<file path="src/rtl/clk_div_pkg.sv">
// Shared types and default widths for the clock divider family and its meter.
package clk_div_pkg;

  localparam int unsigned DIV_CNT_W       = 16;
  localparam int unsigned DIV_LOCK_CNT    = 4;
  localparam int unsigned DIV_SYNC_STAGES = 2;

  typedef enum logic [1:0] {
    IDLE      = 2'd0,
    WAIT_RISE = 2'd1,
    MEASURE   = 2'd2
  } meter_state_t;

endpackage

</file>
<file path="src/rtl/sync_edge_det.sv">
// Synchronises an asynchronous level into clk and emits registered edge pulses.
// Ports:
//   clk, rst_n : clock, asynchronous active-low reset
//   d          : asynchronous input level
//   rise, fall : one-cycle pulses on a synchronised 0->1 / 1->0 change;
//                input-to-pulse latency is STAGES+1 clk cycles
module sync_edge_det #(
  parameter int unsigned STAGES = 2
) (
  input  logic clk,
  input  logic rst_n,
  input  logic d,
  output logic rise,
  output logic fall
);

  logic [STAGES-1:0] sync_q;
  logic              hist_q;

  // Synchroniser chain, history flop and registered edge pulses
  always_ff @(posedge clk or negedge rst_n) begin
    if (!rst_n) begin
      sync_q <= '0;
      hist_q <= 1'b0;
      rise   <= 1'b0;
      fall   <= 1'b0;
    end else begin
      sync_q <= {sync_q[STAGES-2:0], d};
      hist_q <= sync_q[STAGES-1];
      rise   <= sync_q[STAGES-1] & ~hist_q;
      fall   <= ~sync_q[STAGES-1] & hist_q;
    end
  end

endmodule

</file>
<file path="src/rtl/clk_div_meter.sv">
// Period / high-time meter and lock detector for a slow clock-like input.
// Build option: CLK_DIV_METER_DUTY_EN enables fall detection and high_time;
// without it high_time is tied to 0.
// Ports:
//   clk, rst_n : measurement clock, asynchronous active-low reset
//   en         : level-sensitive measurement enable
//   clk_in     : clock under test (asynchronous to clk)
//   period     : last measured rise-to-rise period in clk cycles
//   high_time  : rise-to-fall time of the reported period
//   meas_valid : one-cycle pulse when period/high_time update
//   locked     : period stable over LOCK_CNT consecutive measurements
//   timeout    : sticky, counter saturated without a rising edge
module clk_div_meter
  import clk_div_pkg::*;
#(
  parameter int unsigned CNT_W       = DIV_CNT_W,
  parameter int unsigned LOCK_CNT    = DIV_LOCK_CNT,
  parameter int unsigned SYNC_STAGES = DIV_SYNC_STAGES
) (
  input  logic             clk,
  input  logic             rst_n,
  input  logic             en,
  input  logic             clk_in,
  output logic [CNT_W-1:0] period,
  output logic [CNT_W-1:0] high_time,
  output logic             meas_valid,
  output logic             locked,
  output logic             timeout
);

  localparam int unsigned      LCNT_W   = (LOCK_CNT > 1) ? $clog2(LOCK_CNT) : 1;
  localparam logic [CNT_W-1:0] CNT_MAX  = '1;
  localparam logic [CNT_W-1:0] CNT_ONE  = CNT_W'(1);
  localparam logic [LCNT_W-1:0] LOCK_MAX = LCNT_W'(LOCK_CNT - 1);

  meter_state_t      state_q, state_d;
  logic [CNT_W-1:0]  cnt_q, cnt_d;
  logic [CNT_W-1:0]  period_q, period_d;
  logic              valid_q, valid_d;
  logic              locked_q, locked_d;
  logic              timeout_q, timeout_d;
  logic [LCNT_W-1:0] lcnt_q, lcnt_d;
  logic              rise;

`ifdef CLK_DIV_METER_DUTY_EN
  logic              fall;
  logic [CNT_W-1:0]  hlat_q, hlat_d;
  logic [CNT_W-1:0]  high_q, high_d;
  logic              fall_seen_q, fall_seen_d;
`else
  logic              fall_unused;
`endif

  sync_edge_det #(
    .STAGES (SYNC_STAGES)
  ) u_sync (
    .clk   (clk),
    .rst_n (rst_n),
    .d     (clk_in),
    .rise  (rise),
`ifdef CLK_DIV_METER_DUTY_EN
    .fall  (fall)
`else
    .fall  (fall_unused)
`endif
  );

  // State and datapath registers
  always_ff @(posedge clk or negedge rst_n) begin
    if (!rst_n) begin
      state_q     <= IDLE;
      cnt_q       <= '0;
      period_q    <= '0;
      valid_q     <= 1'b0;
      locked_q    <= 1'b0;
      timeout_q   <= 1'b0;
      lcnt_q      <= '0;
`ifdef CLK_DIV_METER_DUTY_EN
      hlat_q      <= '0;
      high_q      <= '0;
      fall_seen_q <= 1'b0;
`endif
    end else begin
      state_q     <= state_d;
      cnt_q       <= cnt_d;
      period_q    <= period_d;
      valid_q     <= valid_d;
      locked_q    <= locked_d;
      timeout_q   <= timeout_d;
      lcnt_q      <= lcnt_d;
`ifdef CLK_DIV_METER_DUTY_EN
      hlat_q      <= hlat_d;
      high_q      <= high_d;
      fall_seen_q <= fall_seen_d;
`endif
    end
  end

  // Next-state and next-value logic
  always_comb begin
    state_d     = state_q;
    cnt_d       = cnt_q;
    period_d    = period_q;
    valid_d     = 1'b0;
    locked_d    = locked_q;
    timeout_d   = timeout_q;
    lcnt_d      = lcnt_q;
`ifdef CLK_DIV_METER_DUTY_EN
    hlat_d      = hlat_q;
    high_d      = high_q;
    fall_seen_d = fall_seen_q;
`endif

    if (!en) begin
      state_d   = IDLE;
      locked_d  = 1'b0;
      timeout_d = 1'b0;
      lcnt_d    = '0;
    end else begin
      case (state_q)
        IDLE: state_d = WAIT_RISE;

        // First edge only starts the counter; nothing is reported for it
        WAIT_RISE: begin
          if (rise) begin
            state_d     = MEASURE;
            cnt_d       = CNT_ONE;
            timeout_d   = 1'b0;
`ifdef CLK_DIV_METER_DUTY_EN
            fall_seen_d = 1'b0;
`endif
          end
        end

        MEASURE: begin
          // A rise on the saturation cycle is still a valid measurement
          if (rise) begin
            period_d = cnt_q;
            valid_d  = 1'b1;
            cnt_d    = CNT_ONE;
`ifdef CLK_DIV_METER_DUTY_EN
            // No fall seen: input stayed high for the whole period
            high_d      = fall_seen_q ? hlat_q : cnt_q;
            fall_seen_d = 1'b0;
`endif
            if (cnt_q == period_q) begin
              if (lcnt_q != LOCK_MAX) begin
                lcnt_d = lcnt_q + LCNT_W'(1);
              end
              locked_d = (lcnt_d == LOCK_MAX);
            end else begin
              lcnt_d   = '0;
              locked_d = 1'b0;
            end
          end else if (cnt_q == CNT_MAX) begin
            timeout_d = 1'b1;
            locked_d  = 1'b0;
            lcnt_d    = '0;
            state_d   = WAIT_RISE;
          end else begin
            cnt_d = cnt_q + CNT_ONE;
`ifdef CLK_DIV_METER_DUTY_EN
            if (fall) begin
              hlat_d      = cnt_q;
              fall_seen_d = 1'b1;
            end
`endif
          end
        end

        default: state_d = IDLE;
      endcase
    end
  end

  assign period     = period_q;
  assign meas_valid = valid_q;
  assign locked     = locked_q;
  assign timeout    = timeout_q;
`ifdef CLK_DIV_METER_DUTY_EN
  assign high_time  = high_q;
`else
  assign high_time  = '0;
`endif

endmodule
</file>
<file path="config.mk">
export PLATFORM = sky130hd
export DESIGN_NAME = clk_div_meter
export DESIGN_NICKNAME = d
export VERILOG_FILES = /design/src/rtl/clk_div_pkg.sv /design/src/rtl/sync_edge_det.sv /design/src/rtl/clk_div_meter.sv
export SDC_FILE = /design/constraint.sdc
export NUM_CORES = 1
export LEC_CHECK = 0
export ABC_AREA = 1
export CAP_MARGIN = 25
export CORE_ASPECT_RATIO = 1.1
export CORE_MARGIN = 2
export CORE_UTILIZATION = 45
export CTS_CLUSTER_SIZE = 12
export DETAILED_ROUTE_END_ITERATION = 10
export HOLD_SLACK_MARGIN = 0.05
export PLACE_DENSITY_LB_ADDON = 0.05
export SYNTH_ARGS = -nofsm -noshare
export SYNTH_HDL_FRONTEND = slang
export SYNTH_SLANG_ARGS = --single-unit
</file>
<file path="constraint.sdc">
create_clock -name clk -period 4.9 [get_ports clk]
set_clock_uncertainty 0.2 [all_clocks]
set_input_delay 0.98 -clock clk [delete_from_list [all_inputs] [get_ports clk]]
set_output_delay 0.98 -clock clk [all_outputs]
set_load 0.01 [all_outputs]
</file>
==> flow_metrics.tcl, run 1 <==
set metrics [dict create \
    grt_pass1_wl_um 8638 \
    endpoint_kind "flip-flop" \
    synth_top_cell_by_area "dfrtp_1" \
    rows 28 \
    cts-root-buf "clkbuf_8" \
    pwr-share-comb_pct 29.7 \
    synthAdderAreaFrac_pct 0.4985 \
    syn_inst 345 \
    hold_depth 0 \
    place.gp.congestion 0.7746 \
    fin_crit_sh_pct 51.74 \
    hpwl_um 3701 \
    drtPass1Iterations 6 \
    core_area_um2 5395 \
    synth-async-reset-ratio_pct 100.0 \
    whs_ps 153.9 \
    clock_latency_ps 300 \
    swShare_pct 33.98 \
    r2r_setup_slack_ps 2790 \
    fin_nets 373 \
    numCtsBuffers 5 \
    cts.sinks 43 \
    min_period_ps 2535 \
    antenna_found_initial 0 \
    cp.required_ps 4900 \
    synthMuxAreaShare_pct 0 \
    ys_seq_elements 43 \
    fin_tns_setup_ps 0 \
    antenna_cells 0 \
    first_iter_violations 176 \
    rsz0062_at_grt "no" \
    power_frac_clock_pct 23.9 \
    cts_resized 0 \
    synth_top_family_by_area "simple AND/OR/NAND/NOR gates" \
    relSlewSlack_pct 48.52 \
    cts_tree "done" \
    cts_hold_buf 0 \
    synthFlopType "dfrtp_1" \
    die_h_um 82.33 \
    synthSimpleGateAreaFrac_pct 32.25 \
    timing.rr.start "state_q[0]" \
    hold_path.class "flip-flop to flip-flop" \
    syn-cell-area_um2 2510 \
    final-max-slew-violation-count 0 \
    first_global_vias 1856 \
    synth_top_area_share_pct 42.87 \
    fmax_mhz 394.5 \
    synth_compound_area_share_pct 10.02 \
    vdd_ir_drop_max_uv 200.8 \
    drc 0 \
    synth-edff-count 0 \
    io_buffers 22 \
    power.density_nw_per_um2 373.9 \
    grt_max_degree 44 \
    worstMarginPinSlew_ps 769.3 \
    slowest_delay_ps 630 \
    placed_area_um2 2723 \
    track_usage_pct 18.61 \
    place_inst 435 \
    fin_ws_ps 2365 \
    crit_path_top_delay_cell "clkdlybuf4s50_1" \
    critical_path.max_fanout 19 \
    finalSetupViolCount 0 \
    leakage_nw 1.435 \
    ctsLongestPathBuffers 2 \
    via_per_inst 4.716 \
    hold_end "u_sync.sync_q[1]" \
    synthXorXnorAreaFrac_pct 0 \
    fin_area_um2 2843 \
    initial_core_util_pct 46.52 \
    dp_slack_ps 2064 \
    dieArea_um2 6192 \
    postRouteAntennaNets 0 \
    clk_pin_slew_ps 80 \
    ys.warnings.count 0 \
    grt_overflow 0 \
    syn_avg_cell_area_um2 7.275 \
    final_util_pct 52.69 \
    fin_cells 444 \
    synthTopCellsByArea "dfrtp_1, nand2_1, inv_1, o21ai_0, buf_4" \
    fp.dieW_um 75.21 \
    yosysMostFrequentCell "nand2_1" \
    post_cts_buffers 0 \
    wirelength_um 5148 \
    vias 2094 \
    io_pins 39 \
    path_cells "clkdlybuf4s50_1 -> inv_1 -> a21oi_1 -> nand2_4 -> nor2_1 -> nand3_1 -> and2_1" \
    synthDistinctLibCells 31 \
    syn_to_final_growth_pct 13.26 \
    finalPower_mw 1.063 \
    reg2reg_to "cnt_q[7]" \
    avgRoutedWirePerCell_um 11.59 \
    critPathArrivalTime_ps 2530 \
    htreeDepth 2 \
    drive_gt1_share_pct 7.588 \
    reg2regPathDepth 8 \
    p_sw_mw 0.3612 \
    intPower_mw 0.7018 \
    cap_violations 0 \
    hold_path.startpoint "u_sync.sync_q[0]" \
    ys_top_cells_by_count "nand2_1, inv_1, dfrtp_1" \
    outcome "complete, no violations" \
    seq_power_share_pct 46.3 \
    cp-start-kind "primary input" \
    ys_seq_area_share_pct 42.87 \
    crit_type "primary input to flip-flop" \
    hold_viol 0 \
]
==> kinds of logic after synthesis <==
family	Yosys count
DFF	43
AOI/OAI and AO/OA	46
buffers and inverters	74
and+or+nand+nor	180
other	1
adders and majority gates	1
==> placed cells by master (no fill, tap or decap), types with 2 or more instances in the layout <==
cell type / instances
o21ai_0: 26
and2_1: 2
nand2_4: 3
a21oi_1: 12
clkdlybuf4s50_1: 21
nand2_2: 3
nor2_1: 27
nor2_2: 2
conb_1: 16
dfrtp_1: 43
nand2_1: 115
nor2_4: 2
nand3_1: 10
nand4_1: 10
nor3_1: 2
o21ai_2: 3
inv_1: 50
clkbuf_8: 7
==> flip-flops by register name, summed over array words and instances (netlist names) <==
| name | flops |
|---|---|
| cnt_q | 16 |
| lcnt_q | 2 |
| locked | 1 |
| meas_valid | 1 |
| period | 16 |
| state_q | 2 |
| timeout | 1 |
| u_sync.hist_q | 1 |
| u_sync.rise | 1 |
| u_sync.sync_q | 2 |
==> metal layers <==
metal / vias to the layer above / routed length [um] / global-route usage [%]
met5: - / 0 / 0
met3: 8 / 182 / 2.670
met1: 953 / 2433 / 24.62
met4: 0 / 85 / 7.544
met2: 52 / 2447 / 30.53
li1: 1081 / - / -
==> critical path, delay by kind of cell <==
kind | cells | cell delay (ps)
AOI/OAI and AO/OA | 1 | 220
and+or+nand+nor | 4 | 610
buffers and inverters | 2 | 720
==> final cells by class <==
type	instances	area, um2
timing repair buffer	24	242.7
sequential	43	1076
tap	75	93.84
inverter	51	193.9
clock buffer	8	100.1
multi-input combinational	243	1136
fill	552	2552
==> power groups by stage <==
stage               Clock, mW  Combinational, mW  Sequential [mW]
floorplan                   0              0.180            0.509
global placement            0              0.312            0.499
detailed placement          0              0.318            0.500
CTS                     0.259              0.320            0.494
global route            0.276              0.361            0.504
finish                  0.254              0.316            0.493
==> worst max-delay path by stage <==
stage               slack [ps]       end  start  cells past startpoint
floorplan                 2720  cnt_q[7]     en                      7
global placement          2080  cnt_q[7]     en                      7
detailed placement        2060  cnt_q[7]     en                      7
CTS                       2380  cnt_q[7]     en                      7
global route              2190  cnt_q[7]     en                      7
finish                    2360  cnt_q[7]     en                      7
No activity file was read; power rests on OpenSTA's default activity.
==> run 2: changes to the inputs <==
==> constraint.sdc (replaced) <==
create_clock -name clk -period 2.38 [get_ports clk]
set_clock_uncertainty 0.2 [all_clocks]
set_input_delay 0.476 -clock clk [delete_from_list [all_inputs] [get_ports clk]]
set_output_delay 0.476 -clock clk [all_outputs]
set_load 0.01 [all_outputs]
==> flow_metrics.tcl, run 2 (synthesis gave the netlist of run 1 again) <==
set metrics [dict create \
    cp-start-kind "flip-flop" \
    cts-root-buf "clkbuf_8" \
    avgRoutedWirePerCell_um 10.99 \
    hold_viol 0 \
    fin_area_um2 2848 \
    dr.max_layer_used "met4" \
    finalPower_mw 2.133 \
    placed_area_um2 2760 \
    power.density_nw_per_um2 749.1 \
    fmax_mhz 498.9 \
    r2r_setup_slack_ps 380 \
    cp.required_ps 2370 \
    slowest_delay_ps 430 \
    met1Wirelength_um 2404 \
    grt_max_degree 44 \
    critical_path.max_fanout 10 \
    antenna_cells 0 \
    fin_tns_setup_ps 0 \
    wirelength_um 4913 \
    first_iter_violations 109 \
    syn_to_final_growth_pct 13.46 \
    worstMarginPinSlew_ps 552.8 \
    dp_slack_ps 259.9 \
    met2WireLength_um 2217 \
    critPathArrivalTime_ps 1990 \
    reg2regPathDepth 10 \
    drive_gt1_share_pct 8.602 \
    vias 2065 \
    core_area_um2 5395 \
    wl_met3_um 154 \
    postRouteAntennaNets 0 \
    htreeDepth 2 \
    fp.dieW_um 75.21 \
    numCtsBuffers 5 \
    io_pins 39 \
    leakage_nw 1.446 \
    relSlewSlack_pct 63.14 \
    outcome "complete, no violations" \
    fin_nets 377 \
    track_usage_pct 17.67 \
    clk_pin_slew_ps 80 \
    first_global_vias 1812 \
    endpoint_kind "flip-flop" \
    finalSetupViolCount 0 \
    cts_resized 0 \
    layout_common_cells "nand2_1, inv_1, dfrtp_1" \
    cts_hold_buf 0 \
    dieArea_um2 6192 \
    hpwl_um 3624 \
    rows 28 \
    drtPass1Iterations 4 \
    cts_tree "done" \
    die_h_um 82.33 \
    cpMostUsedCell "nand2_4" \
    grt_overflow 0 \
    fin_crit_sh_pct 84.21 \
    path_cells "ha_1 -> nand2_1 -> nor2_4 -> nand2_4 -> nor2_8 -> nand3b_4 -> nand2_4 -> buf_4 -> o21ai_0 -> and2_1" \
    cap_violations 0 \
    min_period_ps 2004 \
    crit_type "flip-flop to flip-flop" \
    place.gp.congestion 0.8044 \
    initial_core_util_pct 46.52 \
    final-max-slew-violation-count 0 \
    rsz0062_at_grt "no" \
    vdd_ir_drop_max_uv 451.4 \
    clock_latency_ps 290 \
    crit_path_top_delay_cell "dfrtp_1" \
    layout_commonest_cell "nand2_1" \
    antenna_found_initial 0 \
    grt_pass1_wl_um 8259 \
    cts.sinks 43 \
    drc 0 \
    hold_path.class "primary input to asynchronous set/reset pin" \
    post_cts_buffers 0 \
    ctsLongestPathBuffers 2 \
    final_util_pct 52.78 \
    via_per_inst 4.620 \
    fin_ws_ps 375.8 \
    io_buffers 22 \
]
## run 2: routing by layer
layer	vias up	global-route usage [%]
met5	-	0
met4	0	7.368
met3	9	3.519
met2	41	27.46
met1	926	24.02
li1	1089	-
## run 2: power by group
part	internal (mW)	switching, mW
registers	0.878	0.137
logic	0.303	0.345
clock network	0.228	0.242
## run 2: path summary, 6_finish.rpt
path	start	to
max	cnt_q[0]	cnt_q[11]
min	rst_n	meas_valid
max reg2reg	cnt_q[0]	cnt_q[11]
min reg2reg	u_sync.sync_q[0]	u_sync.sync_q[1]
max in group asynchronous	rst_n	cnt_q[2]
min in group clk	u_sync.sync_q[0]	u_sync.sync_q[1]
## run 2: layout make-up
cell class	count	area, um2
clock inverters	1	5.005
repair buffers	28	260.3
inverters	51	193.9
fillers	554	2547
flip-flops and latches	43	1076
well taps	75	93.84
multi-input cells	243	1136
clock buffers	6	82.58
## run 2: critical path: cells and delay by family, from the launching register on
family | cells | cell delay [ps]
fa+ha+maj | 1 | 190
simple gates | 7 | 810
compound gates | 1 | 70
buf+inv | 1 | 180
flops | 1 | 430
## run 2: metrics by stage
stage	std cells	hold WS, ps
after CTS	447	73.03
final	447	46.08
after global routing	447	109.5
after global placement	440	134.9
after floorplan	360	-19.59
after detailed placement	440	138.9
==> run 3: changes to the inputs <==
==> constraint.sdc (replaced) <==
create_clock -name clk -period 2 [get_ports clk]
set_clock_uncertainty 0.2 [all_clocks]
set_input_delay 0.4 -clock clk [delete_from_list [all_inputs] [get_ports clk]]
set_output_delay 0.4 -clock clk [all_outputs]
set_load 0.01 [all_outputs]
==> flow_metrics.tcl, run 3 (synthesis gave the netlist of run 1 again) <==
set metrics [dict create \
    io_pins 39 \
    place.gp.congestion 0.8710 \
    io_buffers 22 \
    numCtsBuffers 5 \
    cpMostUsedCell "nand2_4" \
    hold_viol 0 \
    antenna_found_initial 0 \
    leakage_nw 1.506 \
    vdd_ir_drop_max_uv 715.3 \
    initial_core_util_pct 46.52 \
    wirelength_um 5158 \
    placed_area_um2 2825 \
    cts-root-buf "clkbuf_8" \
    met2_usage_pct 29.74 \
    endpoint_kind "flip-flop" \
    clk_pin_slew_ps 80 \
    layout_commonest_cell "nand2_1" \
    fin_tns_setup_ps 0 \
    avgRoutedWirePerCell_um 11.29 \
    postRouteAntennaNets 0 \
    drc 0 \
    place_inst 447 \
    cap_violations 0 \
    finalPower_mw 2.683 \
    htreeDepth 2 \
    slowest_delay_ps 360 \
    final_util_pct 54.92 \
    fin_cells 457 \
    cp.required_ps 2000 \
    grt_pass1_wl_um 8694 \
    drive_gt1_share_pct 10.99 \
    antenna_cells 0 \
    grt_overflow 0 \
    min_period_ps 1882 \
    gr-usage-met3_pct 3.641 \
    path_cells "ha_1 -> nand2_2 -> nor2_4 -> nand2_4 -> nor2_8 -> nand3b_4 -> nand2_4 -> buf_4 -> o21ai_0 -> and2_1" \
    syn_to_final_growth_pct 18.05 \
    hold_path.class "flip-flop to flip-flop" \
    crit_type "flip-flop to flip-flop" \
    via_per_inst 4.641 \
    fp.dieW_um 75.21 \
    fin_crit_sh_pct 94.11 \
    fin_area_um2 2963 \
    core_area_um2 5395 \
    grt_max_degree 27 \
    vias 2121 \
    grtUsageMet1_pct 24.73 \
    final-max-slew-violation-count 0 \
    rows 28 \
    outcome "complete, no violations" \
    layout_common_cells "nand2_1, inv_1, dfrtp_1" \
    track_usage_pct 18.61 \
    ctsLongestPathBuffers 2 \
    first_iter_violations 118 \
    finalSetupViolCount 0 \
    cts.sinks 43 \
    dieArea_um2 6192 \
    clock_latency_ps 300 \
    critPathArrivalTime_ps 1880 \
    die_h_um 82.33 \
    drtPass1Iterations 4 \
    cp-start-kind "flip-flop" \
    critical_path.max_fanout 10 \
    top_usage_layer "met2" \
    first_global_vias 1918 \
    crit_path_top_delay_cell "dfrtp_1" \
    cts_tree "done" \
    fin_nets 387 \
    power.density_nw_per_um2 905.5 \
    hpwl_um 3831 \
    fmax_mhz 531.3 \
]
-- run 3: worst paths after layout --
kind,slack [ps],end,depth (start not counted),from
setup / recovery,120,cnt_q[11],10,cnt_q[0]
hold / removal,160,u_sync.sync_q[1],0,u_sync.sync_q[0]
setup reg to reg,120,cnt_q[11],10,cnt_q[0]
hold reg to reg,160,u_sync.sync_q[1],0,u_sync.sync_q[0]
max in group asynchronous,730,u_sync.sync_q[1],3,rst_n
min in group asynchronous,370,cnt_q[13],2,rst_n
-- run 3: layout make-up --
class / count / area, um2
fillers: 542 / 2432
multi-input cells: 243 / 1146
flip-flops and latches: 43 / 1076
repair buffers: 38 / 350.3
inverters: 51 / 193.9
well taps: 75 / 93.84
clock buffers: 6 / 72.57
clock inverters: 1 / 30.03
-- run 3: worst max-delay path, delay by kind of cell (launching register included) --
family                     cells  cell delay, ps
DFF                            1             360
buffers and inverters          1             170
and+or+nand+nor                7             780
adders and majority gates      1             190
AOI/OAI and AO/OA              1              80
-- run 3: stage by stage --
step / setup slack, ps / hold slack, ps
after floorplan: 244.7 / -95.59
after global placement: 54.06 / 135.9
after detailed placement: 24.73 / 142.6
after CTS: 92.55 / 161.3
after global routing: -1.861 / 172.5
final: 117.8 / 158.4
-- run 3: per-layer routing --
metal	wire (um)	part of all wire, %	up-vias
met1	2460	48	943
met3	227	4.4	9
met5	0	0	-
met4	111	2.2	0
li1	-	-	1109
met2	2358	46	60
-- run 3: timing repair --
action | in CTS | in global routing
gates resized for setup | 0 | 3
hold buffers | 1 | 0
endpoints found under the hold margin | 17 | 0
endpoints found under the setup margin | 0 | 3
buffers inserted | 0 | 2
-- run 3: where the power goes --
| group | switching (mW) | leakage, nW | internal [mW] | total [mW] |
|---|---|---|---|---|
| registers | 0.153 | 0.519 | 1.04 | 1.20 |
| logic | 0.434 | 0.936 | 0.390 | 0.824 |
| clock network | 0.295 | 0.0513 | 0.366 | 0.661 |
| total | 0.882 | 1.51 | 1.80 | 2.68 |
